### src/rtl/secuenciador_datapath_pkg.sv
// Shared constants and state type for the multi-cycle datapath sequencer.
package secuenciador_datapath_pkg;

    localparam logic [5:0] OP_RTYPE = 6'h00;
    localparam logic [5:0] OP_LW    = 6'h23;
    localparam logic [5:0] OP_SW    = 6'h2B;
    localparam logic [5:0] OP_BEQ   = 6'h04;

    localparam logic [1:0] ALU_ADD   = 2'b00;
    localparam logic [1:0] ALU_SUB   = 2'b01;
    localparam logic [1:0] ALU_FUNCT = 2'b10;

    typedef enum logic [2:0] {
        ST_IDLE,
        ST_DECODE,
        ST_EXECUTE,
        ST_MEMORY,
        ST_WRITEBACK
    } estado_t;

endpackage

### src/rtl/secuenciador_datapath_decodificador.sv
// Combinational opcode classifier: exactly one class flag is set for any op.
module decodificador_control
    import secuenciador_datapath_pkg::*;
(
    input  logic [5:0] op,
    output logic       es_rtype,
    output logic       es_lw,
    output logic       es_sw,
    output logic       es_beq,
    output logic       ilegal
);

    always_comb begin
        es_rtype = (op == OP_RTYPE);
        es_lw    = (op == OP_LW);
        es_sw    = (op == OP_SW);
        es_beq   = (op == OP_BEQ);
        ilegal   = ~(es_rtype | es_lw | es_sw | es_beq);
    end

endmodule

### src/rtl/secuenciador_datapath.sv
// Multi-cycle controller: accepts one instruction, then walks DECODE/EXECUTE/
// MEMORY/WRITEBACK so every register or memory write lands in a single cycle.
module secuenciador_datapath
    import secuenciador_datapath_pkg::*;
#(
    parameter int ANCHO_CONT = 16
) (
    input  logic                  clk,
    input  logic                  rst_n,
    input  logic                  instr_valid,
    input  logic [31:0]           instr,
    output logic                  instr_ready,
    input  logic                  zf,
    output logic [4:0]            rs,
    output logic [4:0]            rt,
    output logic [4:0]            rd,
    output logic [5:0]            funct,
    output logic [1:0]            alu_op,
    output logic                  reg_write,
    output logic                  mem_write,
    output logic                  mem_to_reg,
    output logic                  done,
    output logic                  branch_taken,
    output logic                  error,
    output logic [ANCHO_CONT-1:0] instr_count
);

    estado_t               estado_q, estado_d;
    logic [5:0]            op_q, op_d;
    logic [4:0]            rs_q, rs_d, rt_q, rt_d, rd_q, rd_d;
    logic [5:0]            funct_q, funct_d;
    logic [1:0]            alu_op_q, alu_op_d;
    logic                  error_q, error_d;
    logic [ANCHO_CONT-1:0] count_q, count_d;

    logic       es_rtype, es_lw, es_sw, es_beq, ilegal;
    logic [1:0] alu_sel;
    logic [4:0] destino;
    logic       unused_shamt;

    assign unused_shamt = ^instr[10:6];

    decodificador_control u_dec (
        .op       (op_q),
        .es_rtype (es_rtype),
        .es_lw    (es_lw),
        .es_sw    (es_sw),
        .es_beq   (es_beq),
        .ilegal   (ilegal)
    );

    always_comb begin
        alu_sel = es_rtype ? ALU_FUNCT : (es_beq ? ALU_SUB : ALU_ADD);
        destino = es_lw ? rt_q : rd_q;
    end

    always_comb begin
        estado_d     = estado_q;
        op_d         = op_q;
        rs_d         = rs_q;
        rt_d         = rt_q;
        rd_d         = rd_q;
        funct_d      = funct_q;
        alu_op_d     = alu_op_q;
        error_d      = error_q;
        count_d      = count_q;
        instr_ready  = 1'b0;
        reg_write    = 1'b0;
        mem_write    = 1'b0;
        mem_to_reg   = 1'b0;
        done         = 1'b0;
        branch_taken = 1'b0;
        alu_op       = alu_op_q;

        case (estado_q)
            ST_IDLE: begin
                instr_ready = 1'b1;
                if (instr_valid) begin
                    op_d     = instr[31:26];
                    rs_d     = instr[25:21];
                    rt_d     = instr[20:16];
                    rd_d     = instr[15:11];
                    funct_d  = instr[5:0];
                    estado_d = ST_DECODE;
                end
            end
            ST_DECODE: begin
                if (ilegal) begin
                    error_d  = 1'b1;
                    done     = 1'b1;
                    estado_d = ST_IDLE;
                end else begin
                    estado_d = ST_EXECUTE;
                end
            end
            ST_EXECUTE: begin
                alu_op   = alu_sel;
                alu_op_d = alu_sel;
                if (es_beq) begin
                    done         = 1'b1;
                    branch_taken = zf;
                    estado_d     = ST_IDLE;
                end else if (es_rtype) begin
                    estado_d = ST_WRITEBACK;
                end else begin
                    estado_d = ST_MEMORY;
                end
            end
            ST_MEMORY: begin
                if (es_sw) begin
                    mem_write = 1'b1;
                    done      = 1'b1;
                    estado_d  = ST_IDLE;
                end else begin
                    estado_d = ST_WRITEBACK;
                end
            end
            ST_WRITEBACK: begin
                // Writes to register 0 are dropped but the instruction still retires.
                reg_write  = (destino != 5'd0);
                mem_to_reg = es_lw;
                done       = 1'b1;
                estado_d   = ST_IDLE;
            end
            default: estado_d = ST_IDLE;
        endcase

        if (done && (estado_q != ST_DECODE)) begin
            count_d = count_q + ANCHO_CONT'(1);
        end
    end

    always_ff @(posedge clk) begin
        if (!rst_n) begin
            estado_q <= ST_IDLE;
            op_q     <= '0;
            rs_q     <= '0;
            rt_q     <= '0;
            rd_q     <= '0;
            funct_q  <= '0;
            alu_op_q <= '0;
            error_q  <= 1'b0;
            count_q  <= '0;
        end else begin
            estado_q <= estado_d;
            op_q     <= op_d;
            rs_q     <= rs_d;
            rt_q     <= rt_d;
            rd_q     <= rd_d;
            funct_q  <= funct_d;
            alu_op_q <= alu_op_d;
            error_q  <= error_d;
            count_q  <= count_d;
        end
    end

    assign rs          = rs_q;
    assign rt          = rt_q;
    assign rd          = rd_q;
    assign funct       = funct_q;
    assign error       = error_q;
    assign instr_count = count_q;

endmodule

### config.mk
export PLATFORM = sky130hd
export DESIGN_NAME = secuenciador_datapath
export DESIGN_NICKNAME = d
export VERILOG_FILES = /design/src/rtl/secuenciador_datapath_pkg.sv /design/src/rtl/secuenciador_datapath_decodificador.sv /design/src/rtl/secuenciador_datapath.sv
export SDC_FILE = /design/constraint.sdc
export NUM_CORES = 1
export LEC_CHECK = 0
export ABC_AREA = 1
export CAP_MARGIN = 10
export CORE_ASPECT_RATIO = 1.75
export CORE_MARGIN = 1.5
export CORE_UTILIZATION = 46
export CTS_BUF_LIST = sky130_fd_sc_hd__clkbuf_4 sky130_fd_sc_hd__clkbuf_8
export DETAILED_ROUTE_END_ITERATION = 16
export GPL_TIMING_DRIVEN = 0
export PLACE_DENSITY = 0.86
export RECOVER_POWER = 100
export SYNTH_ARGS = -nofsm -noshare
export SYNTH_HDL_FRONTEND = slang
export SYNTH_HIERARCHICAL = 1
export SYNTH_SLANG_ARGS = --single-unit
### constraint.sdc
create_clock -name clk -period 1.8 [get_ports clk]
set_input_delay 0.45 -clock clk [delete_from_list [all_inputs] [get_ports clk]]
set_output_delay 0.45 -clock clk [all_outputs]
set_load 0.005 [all_outputs]
Yosys cells after proc, flatten, opt, wreduce, memory -nomap -nowiden
Index checks and enable logic that the tools add are counted.
{"block": "classes", "add_sub_neg": 1, "n_eq_ne": 9, "n_mux": 20, "n_bitwise": 4, "reduce_logical": 6}
{"operator": "16-bit by 1-bit adder with 16-bit output, second input constant", "count": 1}
{"operator": "6-bit == test, second input constant", "count": 2}
{"operator": "3-bit two-way mux", "count": 4}
{"operator": "3-bit case mux with 4 select lines", "count": 1}
{"operator": "1-bit two-way mux", "count": 10}
{"operator": "3-bit by 2-bit == test with 1-bit output, second input constant", "count": 2}
{"operator": "6-bit by 3-bit == test with 1-bit output, second input constant", "count": 1}
{"operator": "6-bit zero test", "count": 1}
{"operator": "2-bit two-way mux", "count": 3}
{"operator": "5-bit two-way mux", "count": 1}
{"operator": "5-bit nonzero test", "count": 1}
{"operator": "1-bit case mux with 4 select lines", "count": 1}
{"operator": "2-bit AND reduction", "count": 2}
{"operator": "3-bit by 1-bit == test with 1-bit output, second input constant", "count": 1}
{"operator": "3-bit == test, second input constant", "count": 1}
{"operator": "3-bit zero test", "count": 1}
{"operator": "3-bit by 1-bit != test with 1-bit output, second input constant", "count": 1}
{"operator": "1-bit bitwise OR", "count": 3}
{"operator": "2-bit != test, second input constant", "count": 1}
{"operator": "1-bit logical AND", "count": 1}
{"operator": "1-bit inverter", "count": 1}
{"block": "totals", "reg_bits": 49, "inputBits": 36, "output_inout_bits": 46}

Logic depth before layout (Yosys ltp)
{"block": "depth", "depth_word": 7, "depth_mapped": 13, "depth_no_buf": 12}

By module
The synthesis kept the hierarchy.
{"module": "secuenciador_datapath", "instances": 1, "cells_each": 319, "area_each_um2": 2172.1, "seq_area_each_um2": 980.9}
{"module": "decodificador_control", "instances": 1, "cells_each": 21, "area_each_um2": 86.3, "seq_area_each_um2": 0.0}

Least setup slack after synthesis
OpenSTA, ideal clock, no wires.
{"block": "synth_path", "path_kind": "reg2out", "startpoint": "register op_q[4]", "endpoint": "output done", "arrival_time_ns": 1.167, "required_time_ns": 1.350, "setup_slack_ns": 0.183, "stages_incl_launch_ff": 9, "cell_sequence": "dfxtp_1 > nor2_1 > nand4_1 > nor2_1 > nand3_1 > nand2_2 > inv_1 > nand2_2 > buf_6"}
{"block": "synth_via", "elab_cells_between_ends": 11, "classes_between": "3 x eq/ne; 4 x mux; 3 x bitwise; 1 x reduce/logical"}
{"item": "from (decl)", "line_no": "secuenciador_datapath.sv:29", "text": "logic [5:0] op_q, op_d;"}
{"item": "from (signal assigned)", "line_no": "secuenciador_datapath.sv:146", "text": "op_q <= op_d;"}
{"item": "6-bit by 3-bit == test with 1-bit output *", "line_no": "secuenciador_datapath_decodificador.sv:17", "text": "es_beq = (op == OP_BEQ);"}
{"item": "via es_beq", "line_no": "secuenciador_datapath.sv:36", "text": "logic es_rtype, es_lw, es_sw, es_beq, ilegal;"}
{"item": "1-bit bitwise OR", "line_no": "secuenciador_datapath_decodificador.sv:18", "text": "ilegal = ~(es_rtype | es_lw | es_sw | es_beq);"}
{"item": "1-bit two-way mux", "line_no": "secuenciador_datapath.sv:88", "text": "if (ilegal) begin"}
{"item": "1-bit case mux with 4 select lines *", "line_no": "secuenciador_datapath.sv:75", "text": "case (estado_q)"}
{"item": "to (decl)", "line_no": "secuenciador_datapath.sv:22", "text": "output logic done,"}
The timed path passes the listed nets; every way through them passes the cells marked *.

Worst setup path in the final report
{"block": "layout_path", "startpoint": "register op_q[5]", "endpoint": "output done"}
{"block": "layout_via", "elab_cells_between_ends": 11, "classes_between": "3 x eq/ne; 4 x mux; 3 x bitwise; 1 x reduce/logical"}
{"item": "6-bit == test *", "line_no": "secuenciador_datapath_decodificador.sv:16", "text": "es_sw = (op == OP_SW);"}
{"item": "via es_sw", "line_no": "secuenciador_datapath.sv:36"}
{"item": "1-bit bitwise OR (2 in a row)", "line_no": "secuenciador_datapath_decodificador.sv:18"}
{"item": "1-bit two-way mux", "line_no": "secuenciador_datapath.sv:88"}
{"item": "1-bit case mux with 4 select lines *", "line_no": "secuenciador_datapath.sv:75"}
Marked as above.

==> flow_summary.json <==
{
  "globalplace.congestion": 0.9099,
  "async_flop_share_pct": 0,
  "path_clk_slew_ns": 0.09,
  "setup_viol": 8,
  "chipHeight_um": 95.69,
  "grt_max_degree": 17,
  "drv_cap": 0,
  "drc_errors": 0,
  "synth.area.top_cells": "dfxtp_1 (43%), nand2_1 (13%), nor2_1 (12%)",
  "crit_buf_inv": 5,
  "seq_area_frac_synth_pct": 43.43,
  "synth_area_um2": 2258,
  "antenna_cells": 0,
  "path_depth": 11,
  "timing.critical_path.mode_cell": "nor2_2",
  "critPathKind": "register to output pin",
  "final-seq-area_um2": 999.7,
  "cts_buffer_depth": 2,
  "tns_ns": -1.880,
  "tritoncts": "yes",
  "firstDrtPassIters": 4,
  "powerDensity_nw_per_um2": 897.1,
  "grt_pass1_vias": 2434,
  "syn_inst": 340,
  "track_usage_pct": 25.26,
  "placedInstanceArea_um2": 3074,
  "ctsHoldBuffers": 0,
  "drtAntennaViolNets": 0,
  "crit_family": "simple AND/OR/NAND/NOR gates",
  "gr-total-overflow": 0,
  "cts.sink_count": 49,
  "p_sw_share_pct": 30.44,
  "num_vias": 2642,
  "cp-start-kind": "register",
  "synth_edf_count": 0,
  "dp_hpwl_mm": 4.547,
  "p_sw_uw": 944.7,
  "finalClockSkew_ns": 0.006653,
  "io_buffers": 75,
  "nNetsFinal": 478,
  "drive_gt1_share_pct": 18.10,
  "die_w_um": 55.97,
  "fin_ws_ns": -0.3871,
  "clock_latency_ns": 0.32,
  "combPwrFrac_pct": 28.3,
  "htreeDepth": 2,
  "antenna_found_initial": 0,
  "fin_crit_sh_pct": 121.5,
  "rows": 33,
  "cts-root-buf": "clkbuf_8",
  "synthFlopType": "dfxtp_1",
  "slew_viol_final": 0,
  "crit_required_ns": 1.35,
  "viasPerCell": 5.348,
  "tightest_slew_ns": 0.4850,
  "power_frac_clock_pct": 30.6,
  "drt_iter0_markers": 136,
  "synth_area_per_cell_um2": 6.642,
  "ys_ff_latch": 49,
  "final_cell_area_um2": 3460,
  "synth.top_cell.area_share_pct": 43.43,
  "max_slew_margin_pct": 67.67,
  "max_freq_mhz": 457.2,
  "synth_largest_area_cell": "dfxtp_1",
  "dieArea_um2": 5355,
  "rsz0062_at_grt": "true",
  "cpPeakStageDelay_ns": 0.39,
  "violations": "setup timing",
  "wl_per_cell_um": 14.34,
  "crit_slowest_cell": "dfxtp_4",
  "grt_pass1_wl_mm": 10.76,
  "drt_wl_total_mm": 7.085,
  "utilization_pct": 73.50,
  "multi_input_area_um2": 1189,
  "power_leakage_nw": 1.362,
  "core_area_um2": 4707,
  "cts_inserted_buffers": 5,
  "yosys.cell_types.count": 25,
  "power_frac_seq_pct": 41.1,
  "finalHoldViolCount": 0,
  "worstHoldPathCells": 2,
  "crit_fanout": 4,
  "ys_top_cells_by_count": "nand2_1 (78), nor2_1 (70), dfxtp_1 (49)",
  "path_cells": "inv_2, nor2_2, nand3b_1, nor2_2, inv_1, nor2_2, buf_4, nor2_2, nand2_2, buf_6, buf_6",
  "fin_crit_ns": 2.187,
  "ir_worst_vdd_v": 0.0007368,
  "critPathArrivalTime_ns": 1.74,
  "initial_core_util_pct": 47.98,
  "internal_power_mw": 2.159,
  "fillers": 360,
  "run_status": "finished, violations left",
  "reg2reg_depth": 14,
  "syn2layout_area_growth_pct": 53.19,
  "synth.most_common_cell": "nand2_1",
  "hold_path_class": "register to register",
  "ios": 82,
  "yosysWarnings": 6,
  "end_kind": "output pin",
  "postSynthNetCount": 377
}
==> power by group through the flow <==
stage | registers [mW] | clock network, mW | logic [mW]
2_1_floorplan | 1.27 | 0 | 0.390
3_3_place_gp | 1.27 | 0 | 0.710
3_5_place_dp | 1.28 | 0 | 0.724
4_1_cts | 1.26 | 0.943 | 0.806
5_1_grt | 1.29 | 0.994 | 0.955
6_report | 1.28 | 0.950 | 0.877
==> state kept, by name, summed over array words and instances, names as in the netlist <==
name,count
rt,5
funct,6
error,1
alu_op_q,2
rs,5
rd,5
estado_q,3
instr_count,16
op_q,6
==> kinds of logic after synthesis <==
| logic type | count (synthesis) | share of synthesized area, % |
|---|---|---|
| AND/OR/NAND/NOR | 204 | 38.12 |
| adder cells (fa/ha/maj) | 1 | 0.5539 |
| XOR/XNOR | 1 | 0.3879 |
| AO/OA/AOI/OAI | 41 | 9.419 |
| flip-flops | 49 | 43.43 |
| buffers and inverters | 44 | 8.089 |
==> worst min-delay path: cells and delay by family (launching register included) <==
kind / cells / cell delay, ns
AOI/OAI and AO/OA: 1 / 0.05
DFF: 1 / 0.32
and+or+nand+nor: 1 / 0.06
==> placed cells by master (no fill, tap or decap), drive strengths merged <==
cell type	synthesis	routed
nor2	72	72
clkbuf	7	16
nor4	1	1
nand3b	1	1
ha	1	1
inv	29	28
dfxtp	49	49
a21oi	34	34
bufinv	0	2
nand3	39	39
nand2	81	81
dlygate4sd3	0	1
nand4	8	8
o22ai	1	1
clkdlybuf4s50	0	66
a211oi	1	1
o22a	1	1
buf	8	30
nor3	2	2
xor2	1	1
o21ai	4	4
dlymetal6s2s	0	1
clkinv	0	2
==> worst paths after layout <==
kind,start,endpoint,slack (ns)
max,op_q[5],done,-0.39
min,rs[2],rs[2],0.46
max reg2reg,op_q[5],instr_count[13],-0.04
min reg2reg,rs[2],rs[2],0.46
==> repair_timing <==
action,CTS,global route
resized for setup,47,31
setup buffers,13,8
setup endpoints to repair,8,20
pin swaps,12,14
==> through the flow <==
step           hold WS, ns  setup WS [ns]  power [mW]  std cells
4_1_cts             0.4677        -0.3647       3.010        486
3_5_place_dp        0.4552        -0.4966       2.000        467
3_3_place_gp        0.4486        -0.4619       1.983        467
6_report            0.4636        -0.3871       3.104        494
2_1_floorplan       0.4470         0.1828       1.662        340
5_1_grt             0.4921        -0.4349       3.238        494
==> metal layers <==
layer / wire length [um] / global-route usage [%] / vias to the layer above / part of all wire, %
li1: - / - / 1291 / -
met1: 2537 / 24.81 / 1212 / 36
met4: 286 / 13.29 / 0 / 4.0
met5: 0 / 0 / - / 0
met2: 3898 / 48.73 / 109 / 55
met3: 362 / 5.242 / 30 / 5.1
==> cell type report <==
class / count / share of cell area (%)
well taps: 52 / 1.881
multi-input cells: 247 / 34.36
clock inverters: 3 / 1.881
plain buffers: 14 / 2.025
repair buffers: 95 / 25.82
inverters: 29 / 3.146
flip-flops and latches: 49 / 28.90
clock buffers: 5 / 1.989
Power figures use the tool's default switching activity.
